[config.mk]
export PLATFORM = sky130hd
export DESIGN_NAME = fetch_stage
export DESIGN_NICKNAME = d
export VERILOG_FILES = /design/src/rtl/fetch_stage.sv
export SDC_FILE = /design/constraint.sdc
export NUM_CORES = 1
export LEC_CHECK = 0
export CAP_MARGIN = 20
export CORE_MARGIN = 3
export CORE_UTILIZATION = 51
export CTS_BUF_LIST = sky130_fd_sc_hd__clkbuf_4 sky130_fd_sc_hd__clkbuf_8 sky130_fd_sc_hd__clkbuf_16
export CTS_CLUSTER_SIZE = 8
export DETAILED_ROUTE_END_ITERATION = 10
export GPL_ROUTABILITY_DRIVEN = 0
export GPL_TIMING_DRIVEN = 1
export PLACE_DENSITY = 0.91
export SETUP_SLACK_MARGIN = 0.3
export SLEW_MARGIN = 20
export SYNTH_ARGS = -nofsm -noshare
export SYNTH_HDL_FRONTEND = slang
export SYNTH_SLANG_ARGS = --single-unit
[constraint.sdc]
create_clock -name clk -period 12.84 [get_ports clk]
set_input_delay 2.568 -clock clk [delete_from_list [all_inputs] [get_ports clk]]
set_output_delay 2.568 -clock clk [all_outputs]
set_load 0.005 [all_outputs]
[src/rtl/fetch_stage.sv]
// Instruction-fetch stage: program counter, deferred-branch register and the
// IF/ID pipeline register. Drives a combinational ROM and hands the fetched
// word to decode together with its PC and an address-error flag.
module fetch_stage #(
  parameter logic [31:0] RESET_PC = 32'h0000_0000
) (
  input  logic        clk,
  input  logic        rst,
  input  logic        stall_if,
  input  logic        stall_id,
  input  logic        flush,
  input  logic [31:0] exc_pc,
  input  logic        branch_en,
  input  logic [31:0] branch_target,
  output logic        rom_en,
  output logic [31:0] rom_addr,
  input  logic [31:0] rom_inst,
  output logic [31:0] id_pc,
  output logic [31:0] id_inst,
  output logic        id_valid,
  output logic        id_adel
);

  logic [31:0] pc_q, pc_d;
  logic        ce_q, ce_d;
  logic        pend_v_q, pend_v_d;
  logic [31:0] pend_pc_q, pend_pc_d;
  logic [31:0] id_pc_q, id_pc_d;
  logic [31:0] id_inst_q, id_inst_d;
  logic        id_valid_q, id_valid_d;
  logic        id_adel_q, id_adel_d;

  logic        mis;
  logic [31:0] fw;
  logic        stall_pc;

  assign mis      = (pc_q[1:0] != 2'b00);
  assign fw       = mis ? 32'h0 : rom_inst;
  // A held IF/ID register must also hold the PC, otherwise an instruction is lost.
  assign stall_pc = stall_if | stall_id;

  assign rom_en   = ce_q & ~mis;
  assign rom_addr = pc_q;
  assign id_pc    = id_pc_q;
  assign id_inst  = id_inst_q;
  assign id_valid = id_valid_q;
  assign id_adel  = id_adel_q;

  // PC and deferred-branch next state; the PC only moves once fetch is enabled.
  always_comb begin
    pc_d      = pc_q;
    ce_d      = 1'b1;
    pend_v_d  = pend_v_q;
    pend_pc_d = pend_pc_q;
    if (ce_q) begin
      if (flush) begin
        pc_d     = exc_pc;
        pend_v_d = 1'b0;
      end else if (stall_pc) begin
        // Remember a branch resolved while stalled; the delay slot still sits in IF.
        if (branch_en) begin
          pend_v_d  = 1'b1;
          pend_pc_d = branch_target;
        end
      end else if (branch_en) begin
        pc_d     = branch_target;
        pend_v_d = 1'b0;
      end else if (pend_v_q) begin
        pc_d     = pend_pc_q;
        pend_v_d = 1'b0;
      end else begin
        pc_d = pc_q + 32'd4;
      end
    end
  end

  // IF/ID register next state: flush clears, stall_id freezes, stall_if bubbles.
  always_comb begin
    id_pc_d    = id_pc_q;
    id_inst_d  = id_inst_q;
    id_valid_d = id_valid_q;
    id_adel_d  = id_adel_q;
    if (flush) begin
      id_pc_d    = 32'h0;
      id_inst_d  = 32'h0;
      id_valid_d = 1'b0;
      id_adel_d  = 1'b0;
    end else if (stall_id) begin
      id_pc_d = id_pc_q;
    end else if (stall_if) begin
      id_inst_d  = 32'h0;
      id_valid_d = 1'b0;
      id_adel_d  = 1'b0;
    end else begin
      id_pc_d    = pc_q;
      id_inst_d  = fw;
      id_valid_d = ce_q;
      id_adel_d  = ce_q & mis;
    end
  end

  // State registers with asynchronous reset.
  always_ff @(posedge clk or posedge rst) begin
    if (rst) begin
      pc_q       <= RESET_PC;
      ce_q       <= 1'b0;
      pend_v_q   <= 1'b0;
      pend_pc_q  <= 32'h0;
      id_pc_q    <= 32'h0;
      id_inst_q  <= 32'h0;
      id_valid_q <= 1'b0;
      id_adel_q  <= 1'b0;
    end else begin
      pc_q       <= pc_d;
      ce_q       <= ce_d;
      pend_v_q   <= pend_v_d;
      pend_pc_q  <= pend_pc_d;
      id_pc_q    <= id_pc_d;
      id_inst_q  <= id_inst_d;
      id_valid_q <= id_valid_d;
      id_adel_q  <= id_adel_d;
    end
  end

endmodule

==> qor.yml <==
status: "complete, no violations"
grt_util_all_layers: 0.309
path_clk_slew_ps: 60
ys_warn_count: 0
p_leak_uw: 0.00371
gr-total-overflow: 0
fmax_ghz: 0.192
regArea_um2: 3300
stdcell_area_um2: 9190
grt_max_degree: 103
start_util: 0.531
postSynth.asyncResetShare: 1.00
post_dp_cell_area_um2: 8560
viasPerCell: 6.39
syn_nets: 774
skew_ps: 5.13
synth_enable_flop_cells: 0
maxCapViolCount: 0
path_max_fanout: 32
drc_errors: 0
max-slew-margin-rel: 0.272
power.density_nw_per_um2: 139
clock-sinks: 132
setup_viol: 0
io_pins: 201
die_y_um: 119
worst_pin_slew_ps: 1090
ant_nets: 0
drt_wl_total_um: 21700
ctsResizeCount: 0
drt-wirelength-per-cell_um: 21.2
drv_slew: 0
min_period_over_period: 0.406
syn_to_final_growth_pct: 41.7
postCtsSetupRepairBufs: 0
cp-end-kind: "flip-flop"
cp.required_ps: 13140
cp-start-kind: "input pin"
ir_drop_mv: 0.105
antenna_found_initial: 0
place_hpwl_um: 14600
die_w_um: 119
yosys.cell_types.count: 60
htreeDepth: 4
cts_root_buf: "clkbuf_16"
grt_first_pass_wirelength_um: 34600
syn_area_per_cell_um2: 9.66
nNetsFinal: 945
seq_area_frac_synth: 0.510
drt_iter0_drc: 758
cts_buffers: 17
final.min_clock_period_ps: 5210
clock_latency_ps: 420
ys_ff_latch: 132
n_antenna_cell: 0
rsz0062_at_grt: "false"
dp.cells: 991
crit_arrival_ps: 5510
dr_total_vias: 6540
finalHoldViolCount: 0
coreArea_um2: 12200
drtPass1Iterations: 9
std_cell_rows: 40
dieArea_um2: 14100
tns_ps: 0
grt_pass1_vias: 6638
synthCells: 671
cts_tree: "built"
multi_input_area_um2: 2940
syn-cell-area_um2: 6480
hold_buffers: 0
ys.flop_type: "dfrtp_1"
worstSetupPathType: "input pin to flip-flop"
drive_above_1_share: 0.102
fillers: 827
portBuffers: 200
clk_path_buf_depth: 2
fin_cells: 1023
hp-class: "flip-flop to flip-flop"
## sequential cells by signal, indices dropped and copies added (netlist names)
register	cells
pend_v_q	1
id_adel	1
id_valid	1
pend_pc_q	32
id_pc	32
ce_q	1
id_inst	32
rom_addr	32
## cell usage in the layout (no fill, tap or decap), drive strengths merged, types with 4 or more instances in the layout
cell and n:
a22o 33, bufinv 4, clkdlybuf4s50 199, mux2i 4, o211ai 9, nor2b 8, a221oi 12, o22ai 7
nand4 8, and4 4, or4 5, nand2 100, inv 9, clkbuf 18, o32a 4, o31ai 7
mux2 32, buf 8, xor2 5, nand3 14, nor3 19, a31oi 8, nand2b 5, dfrtp 132
a21oi 69, clkinv 7, a22oi 8, nor2 40, o21ai 31
## worst max-delay path, cell delays in order
cell	delay [ps]
clkdlybuf4s50_1	490
buf_4	330
nor2b_2	680
nand3_1	660
buf_4	460
mux2_2	310
## synthesized netlist by cell type (all sizes together), types with 4 or more instances
library cell    n  area (um2)
a21oi          69         345
a221oi         12         105
a22o           33         289
a22oi           8        60.1
a31oi           8        50.1
and4            4        35.0
buf            16        80.1
clkbuf         39         146
dfrtp         132        3300
inv             9        33.8
mux2           32         360
mux2i           4        40.0
nand2         100         375
nand2b          5        31.3
nand3          14        70.1
nand4           8        56.3
nor2           40         150
nor2b           8        50.1
nor3           19        95.1
o211ai          9        67.6
o21ai          31         155
o22ai           7        43.8
o31ai           7        66.3
o32a            4        41.3
or4             5        41.3
xor2            5        43.8
## power breakdown
part	total [uW]	switching (uW)	internal (uW)
registers	523	56.9	466
logic	245	112	133
clock network	509	181	328
## final cells by class
cell class                      instances  area share
Clock inverter                         14      0.0202
Inverter                                9     0.00422
Multi-Input combinational cell        475       0.320
Clock buffer                           18      0.0478
Tap cell                              168      0.0229
Sequential cell                       132       0.359
Timing Repair Buffer                  207       0.225
## stage by stage
step / util / hold WS, ps / power, uW / worst slack (ps)
final: 0.752 / 507 / 1280 / 7630
after global routing: 0.752 / 522 / 1330 / 7560
after CTS: 0.752 / 505 / 1270 / 7270
after detailed placement: 0.701 / 490 / 765 / 6850
after global placement: 0.698 / 483 / 748 / 7080
after floorplan: - / 471 / 627 / 6750
## final timing paths
check | start | end | slack [ps] | cells past startpoint
min in group asynchronous | rst | id_inst[25]$_DFFE_PP0P_ | 2630 | 2
max in group asynchronous | rst | pend_pc_q[19]$_DFFE_PP0P_ | 9480 | 3
hold reg to reg | id_inst[13]$_DFFE_PP0P_ | id_inst[13]$_DFFE_PP0P_ | 510 | 1
setup reg to reg | rom_addr[4]$_DFFE_PP0P_ | rom_addr[27]$_DFFE_PP0P_ | 10070 | 5
hold / removal | id_inst[13]$_DFFE_PP0P_ | id_inst[13]$_DFFE_PP0P_ | 510 | 1
setup / recovery | branch_en | pend_pc_q[27]$_DFFE_PP0P_ | 7630 | 6
## routing by layer
layer | GRT usage | wire length (um)
met5 | 0 | 0
met4 | 0.141 | 882
met3 | 0.0890 | 2110
met2 | 0.519 | 11000
met1 | 0.367 | 7660
## cell families (layout without fill, tap and decap cells)
family                   Yosys count  in the layout  synth area share
AO/OA/AOI/OAI                    210            210             0.219
XOR/XNOR                           7              7           0.00946
adder cells (fa/ha/maj)            1              1           0.00193
buffers and inverters             64            248            0.0401
flip-flops                       132            132             0.510
multiplexers                      36             36            0.0618
other                              1              1          0.000578
AND/OR/NAND/NOR                  220            220             0.158
(Power assumes the default switching activity.)
